`config.mk`:
```
export PLATFORM = sky130hd
export DESIGN_NAME = cpu_3bit
export DESIGN_NICKNAME = d
export VERILOG_FILES = /design/src/rtl/cpu_pkg.sv /design/src/rtl/cpu_alu.sv /design/src/rtl/cpu_3bit.sv
export SDC_FILE = /design/constraint.sdc
export NUM_CORES = 1
export LEC_CHECK = 0
export BUFFER_PORTS_ARGS = -buffer_cell sky130_fd_sc_hd__buf_2
export CAP_MARGIN = 20
export CORE_MARGIN = 2
export CORE_UTILIZATION = 60
export CTS_CLUSTER_DIAMETER = 150
export CTS_CLUSTER_SIZE = 30
export DETAILED_ROUTE_END_ITERATION = 10
export PLACE_DENSITY = 0.84
export SYNTH_ARGS = -nofsm -noshare
export SYNTH_HDL_FRONTEND = slang
export SYNTH_HIERARCHICAL = 1
export SYNTH_SLANG_ARGS = --single-unit
```
`constraint.sdc`:
```
create_clock -name clk -period 5.95 [get_ports clk]
set_input_delay 0.595 -clock clk [delete_from_list [all_inputs] [get_ports clk]]
set_output_delay 0.595 -clock clk [all_outputs]
set_load 0.005 [all_outputs]
```
`src/rtl/cpu_pkg.sv`:
```
// Shared widths, instruction-class/op encodings and field extractors for the 3-bit CPU.
package cpu_pkg;
    localparam int DATA_W  = 3;
    localparam int INSTR_W = 9;
    localparam int DEPTH   = 8;

    typedef enum logic [1:0] {
        CLS_IMM = 2'b00,
        CLS_JMP = 2'b01,
        CLS_MEM = 2'b10,
        CLS_REG = 2'b11
    } cls_e;

    localparam logic [1:0] OP_ADD   = 2'b00;
    localparam logic [1:0] OP_CMP   = 2'b01;
    localparam logic [1:0] OP_SHL   = 2'b10;
    localparam logic [1:0] OP_SHR   = 2'b11;
    localparam logic [1:0] OP_JE    = 2'b00;
    localparam logic [1:0] OP_JMP   = 2'b01;
    localparam logic [1:0] OP_JNE   = 2'b10;
    localparam logic [1:0] OP_STORE = 2'b00;
    localparam logic [1:0] OP_LOAD  = 2'b01;

    function automatic cls_e f_cls(input logic [INSTR_W-1:0] instr);
        return cls_e'(instr[8:7]);
    endfunction

    function automatic logic [1:0] f_op(input logic [INSTR_W-1:0] instr);
        return instr[6:5];
    endfunction

    function automatic logic [1:0] f_rd(input logic [INSTR_W-1:0] instr);
        return instr[4:3];
    endfunction

    // Rs for register ALU ops, Ra for memory ops
    function automatic logic [1:0] f_rs(input logic [INSTR_W-1:0] instr);
        return instr[2:1];
    endfunction

    function automatic logic [DATA_W-1:0] f_imm(input logic [INSTR_W-1:0] instr);
        return instr[2:0];
    endfunction
endpackage

```
`src/rtl/cpu_alu.sv`:
```
// Combinational ALU: ADD/CMP/SHL/SHR on 3-bit operands, plus equality for CMP.
module cpu_alu
    import cpu_pkg::*;
(
    input  logic [DATA_W-1:0] i_a,
    input  logic [DATA_W-1:0] i_b,
    input  logic [1:0]        i_op,
    output logic [DATA_W-1:0] o_result,
    output logic              o_eq
);
    always_comb begin
        o_result = i_a;
        o_eq     = (i_a == i_b);
        case (i_op)
            OP_ADD:  o_result = i_a + i_b;
            OP_SHL:  o_result = (i_b >= DATA_W'(DATA_W)) ? '0 : (i_a << i_b);
            OP_SHR:  o_result = (i_b >= DATA_W'(DATA_W)) ? '0 : (i_a >> i_b);
            default: o_result = i_a;
        endcase
    end
endmodule

```
`src/rtl/cpu_3bit.sv`:
```
// Single-cycle 3-bit teaching CPU with unified 8x9 RAM, 4 registers and a Z flag.
// Define CPU_LOAD_EN to enable the LOAD instruction (otherwise that encoding is a NOP).
module cpu_3bit
    import cpu_pkg::*;
(
    input  logic               clk,
    input  logic               reset,
    input  logic               PC_Enable,
    input  logic               RAM_Write_Enable,
    input  logic [DATA_W-1:0]  RAM_Write_Address,
    input  logic [INSTR_W-1:0] RAM_Write_Data,
    input  logic               InE,
    input  logic [DATA_W-1:0]  InD,
    output logic [DATA_W-1:0]  OutD,
    output logic [DATA_W-1:0]  PC,
    output logic [INSTR_W-1:0] PI,
    output logic [DATA_W-1:0]  REG0,
    output logic [DATA_W-1:0]  REG1,
    output logic [DATA_W-1:0]  REG2,
    output logic [DATA_W-1:0]  REG3,
    output logic [INSTR_W-1:0] RAM0,
    output logic [INSTR_W-1:0] RAM1,
    output logic [INSTR_W-1:0] RAM2,
    output logic [INSTR_W-1:0] RAM3,
    output logic [INSTR_W-1:0] RAM4,
    output logic [INSTR_W-1:0] RAM5,
    output logic [INSTR_W-1:0] RAM6,
    output logic [INSTR_W-1:0] RAM7
);
    logic [DATA_W-1:0]  r_pc;
    logic               r_z;
    logic [DATA_W-1:0]  r_regs [4];
    logic [INSTR_W-1:0] r_ram  [DEPTH];

    logic [INSTR_W-1:0] w_instr;
    cls_e               w_cls;
    logic [DATA_W-1:0]  w_rd_val, w_rs_val, w_b, w_alu_res;
    logic               w_alu_eq;
    logic               w_reg_we, w_z_we, w_ram_we, w_jump;
    logic [DATA_W-1:0]  w_reg_wdata, w_pc_next;

    assign w_instr  = r_ram[r_pc];
    assign w_cls    = f_cls(w_instr);
    assign w_rd_val = r_regs[f_rd(w_instr)];
    assign w_rs_val = r_regs[f_rs(w_instr)];
    assign w_b      = (w_cls == CLS_IMM) ? f_imm(w_instr) : w_rs_val;

    cpu_alu u_alu (
        .i_a      (w_rd_val),
        .i_b      (w_b),
        .i_op     (f_op(w_instr)),
        .o_result (w_alu_res),
        .o_eq     (w_alu_eq)
    );

    always_comb begin
        w_reg_we    = 1'b0;
        w_reg_wdata = w_alu_res;
        w_z_we      = 1'b0;
        w_ram_we    = 1'b0;
        w_jump      = 1'b0;
        case (w_cls)
            CLS_IMM, CLS_REG: begin
                if (f_op(w_instr) == OP_CMP) w_z_we   = 1'b1;
                else                         w_reg_we = 1'b1;
            end
            CLS_JMP: begin
                case (f_op(w_instr))
                    OP_JE:   w_jump = r_z;
                    OP_JMP:  w_jump = 1'b1;
                    OP_JNE:  w_jump = !r_z;
                    default: w_jump = 1'b0;
                endcase
            end
            CLS_MEM: begin
                if (f_op(w_instr) == OP_STORE) w_ram_we = 1'b1;
`ifdef CPU_LOAD_EN
                else if (f_op(w_instr) == OP_LOAD) begin
                    w_reg_we    = 1'b1;
                    w_reg_wdata = r_ram[w_rs_val][DATA_W-1:0];
                end
`endif
            end
            default: ;
        endcase
        w_pc_next = w_jump ? f_imm(w_instr) : r_pc + DATA_W'(1);
    end

    // Later assignments take priority: InE beats instruction writes to R2,
    // external RAM writes beat a same-cycle STORE.
    always_ff @(posedge clk or posedge reset) begin
        if (reset) begin
            r_pc <= '0;
            r_z  <= 1'b0;
            for (int i = 0; i < 4; i++)     r_regs[i] <= '0;
            for (int i = 0; i < DEPTH; i++) r_ram[i]  <= '0;
        end else begin
            if (PC_Enable) begin
                r_pc <= w_pc_next;
                if (w_z_we)   r_z <= w_alu_eq;
                if (w_reg_we) r_regs[f_rd(w_instr)] <= w_reg_wdata;
                if (w_ram_we) r_ram[w_rs_val] <= {{(INSTR_W-DATA_W){1'b0}}, w_rd_val};
            end
            if (InE)              r_regs[2] <= InD;
            if (RAM_Write_Enable) r_ram[RAM_Write_Address] <= RAM_Write_Data;
        end
    end

    assign PC   = r_pc;
    assign PI   = w_instr;
    assign OutD = r_regs[3];
    assign REG0 = r_regs[0];
    assign REG1 = r_regs[1];
    assign REG2 = r_regs[2];
    assign REG3 = r_regs[3];
    assign RAM0 = r_ram[0];
    assign RAM1 = r_ram[1];
    assign RAM2 = r_ram[2];
    assign RAM3 = r_ram[3];
    assign RAM4 = r_ram[4];
    assign RAM5 = r_ram[5];
    assign RAM6 = r_ram[6];
    assign RAM7 = r_ram[7];
endmodule

```
==> results_dict.tcl <==
set metrics [dict create \
    outcome "finished clean" \
    synthSimpleGateAreaFrac_pct 20.2 \
    worstSetupStartpointType "flip-flop" \
    grt_first_pass_wirelength_um 26400 \
    fin_setup_tns_ns 0 \
    fin_ws_ns 1.04 \
    fillers 697 \
    cts_hold_buf 0 \
    min_path_type "input pin to asynchronous set/reset pin" \
    drc 0 \
    multi_input_area_sq_um 3060 \
    yosysTopAreaCell "dfrtp_1" \
    clk_path_buf_depth 2 \
    areaGrowthSynthToFinish_pct 14.6 \
    io_pins 119 \
    seq_area_sq_um 2200 \
    muxShareOfSynthArea_pct 18.6 \
    synth.area.top_cells "dfrtp_1 (40%), nand2_1 (8.3%), mux4_2 (6.9%), mux2i_1 (6.7%), o21ai_0 (4.2%)" \
    syn_area_per_cell_sq_um 9.24 \
    path_class "flip-flop to flip-flop" \
    dieWidth_um 100 \
    rrSetupSlack_ns 1.04 \
    coreArea_sq_um 9110 \
    grt_pass1_vias 5122 \
    grt_antenna_before_repair 0 \
    cts.sinks 88 \
    final_cell_area_sq_um 6350 \
    startpoint "PC[2]$_DFFE_PP0P_" \
    hold_viol 0 \
    crit_top_cell "mux2_2" \
    hpwl_um 12300 \
    synth_top_area_share_pct 39.7 \
    setup_viol 0 \
    routed_wl_um 17000 \
    insertion_delay_ns 0.38 \
    numPortBuffers 118 \
    drtAntennaViolNets 0 \
    p_leak_nw 2.85 \
    ir_worst_vdd_uv 357 \
    required_ns 6.20 \
    ys_seq_area_share_pct 39.7 \
    slowest_delay_ns 0.86 \
    ys_ff_latch 88 \
    max_freq_mhz 204 \
    dr.pass1.iters 5 \
    dp_slack_ns 1.18 \
    fin_nets 721 \
    finalCritPeriodShare_pct 82.5 \
    synthXorXnorAreaFrac_pct 0.316 \
    yosysWarningCount 6 \
    initial_core_util_pct 60.9 \
    cts_setup_buffers 0 \
    std_cell_rows 35 \
    synth_area_sq_um 5550 \
    die_h_um 100 \
    async_flop_share_pct 100 \
    cts_resized 0 \
    syn_nets 628 \
    cts_root_buf "clkbuf_8" \
    final_layout_size_suffix_gt1_share_pct 27.9 \
    slew_violations 0 \
    clk_pin_slew_ns 0.10 \
    synth.distinct_cells 49 \
    tightest_slew_ns 1.05 \
    grt_max_degree 89 \
    num_vias 5398 \
    layout_commonest_cell "nand2_1" \
    grt_usage_pct 33.8 \
    arrival_ns 5.16 \
    initialDrtViolationCount 521 \
    h-tree-depth 3 \
    synth_cells 600 \
    synth-main-ff-cell "dfrtp_1" \
    power_density_nw_per_um2 720 \
    relSlewSlack_pct 28.2 \
    synth_top_family_by_area "simple AND/OR/NAND/NOR gates" \
    reg2reg_from "PC[2]$_DFFE_PP0P_" \
    final_cell_mix "nand2_1 (122), buf_2 (118), dfrtp_1 (88)" \
    gp_congestion 0.950 \
    period_needed_ns 4.91 \
    cp_max_fo 29 \
    grt-ovfl-total 0 \
    crit_chain "inv_1, mux4_2, mux2i_1, mux2_2, o21ai_0, ha_1, fa_1, xnor2_1, a222oi_1, a21oi_1, mux2_2" \
    placedInstanceArea_sq_um 6090 \
    routed_via_density 6.67 \
    endpoint_kind "flip-flop" \
    maxCapViolCount 0 \
    synth_compound_area_share_pct 14.1 \
    numCtsBuffers 9 \
    cts_tree "built" \
    crit_slowest_cell "dfrtp_1" \
    wl_per_cell_um 21.0 \
    synth_fa_ha_area_share_pct 1.94 \
    dieArea_sq_um 10000 \
    antennaDiodeCount 0 \
    fin_skew_ns 0.0189 \
    rsz0062_at_grt "no" \
    synth_edf_count 0 \
]
## cells by family (layout without fill, tap and decap cells)
group / Yosys count / after routing
AO/OA/AOI/OAI: 126 / 126
AND/OR/NAND/NOR: 241 / 241
buffers and inverters: 58 / 156
multiplexers: 77 / 77
flip-flops: 88 / 88
adder cells (fa/ha/maj): 8 / 8
XOR/XNOR: 2 / 2
## power breakdown
| part | internal (mW) | total, mW | switching [mW] |
|---|---|---|---|
| logic | 1.18 | 2.94 | 1.76 |
| clock network | 0.205 | 0.454 | 0.250 |
| registers | 0.850 | 1.18 | 0.329 |
| total | 2.24 | 4.58 | 2.34 |
## flip-flops by register name (all words and copies together), names as in the netlist, 9 cells and up
signal  cells
RAM3        9
RAM0        9
RAM7        9
RAM4        9
RAM1        9
RAM5        9
RAM6        9
RAM2        9
## through the flow
step | total power, mW | hold slack, ns | cells | utilization, %
floorplan | 3.20 | 0.491 | 600 | -
global placement | 3.89 | 0.507 | 791 | 66.8
detailed placement | 4.03 | 0.525 | 791 | 66.8
CTS | 4.48 | 0.440 | 807 | 69.2
global route | 4.84 | 0.266 | 809 | 69.8
finish | 4.58 | 0.241 | 809 | 69.8
## worst max-delay path: cells and delay by family, from the launching register on
family / cells / cell delay [ns]
buf+inv: 1 / 0.32
xor+xnor: 1 / 0.15
flops: 1 / 0.86
fa+ha+maj: 2 / 0.74
compound gates: 3 / 0.92
mux: 4 / 1.80
## synth_stat cells, types with 3 or more instances
library cell,number
nand2b_1,12
ha_1,7
o21ai_1,12
nor3_1,6
buf_6,6
nand2_1,122
buf_4,4
nor2_1,44
mux4_2,17
buf_1,11
a21oi_1,3
a31oi_1,25
clkbuf_1,18
inv_1,14
mux2i_1,37
mux2_2,18
o31ai_1,25
buf_2,4
nand3_1,5
o21ai_0,46
nand4_1,26
dfrtp_1,88
mux2i_2,4
nor3_2,8
nor2b_1,6
and2_1,3
## area by class of cell
class | instances | share of cell area (%)
clock buffers | 9 | 1.95
clock inverters | 7 | 1.40
inverters | 15 | 0.906
multi-input cells | 454 | 48.2
flip-flops and latches | 88 | 34.7
well taps | 111 | 2.19
repair buffers | 125 | 10.8
## per-layer routing
metal | GRT usage (%) | up-vias | share of wire [%]
met1 | 47.4 | 2584 | 38
met5 | 0 | - | 0
met4 | 15.9 | 0 | 4.0
met2 | 51.5 | 387 | 47
met3 | 6.06 | 79 | 11
li1 | - | 2348 | -
## path summary, 6_finish.rpt
| check | cells past startpoint | to |
|---|---|---|
| max | 11 | REG1[2]$_DFFE_PP0P_ |
| min | 3 | RAM1[8]$_DFF_PP0_ |
| max reg2reg | 11 | REG1[2]$_DFFE_PP0P_ |
| min reg2reg | 2 | RAM0[8]$_DFF_PP0_ |
| max in group asynchronous | 4 | RAM4[0]$_DFF_PP0_ |
| min in group clk | 3 | REG2[1]$_DFFE_PP0P_ |
No activity file was read; power rests on OpenSTA's default activity.
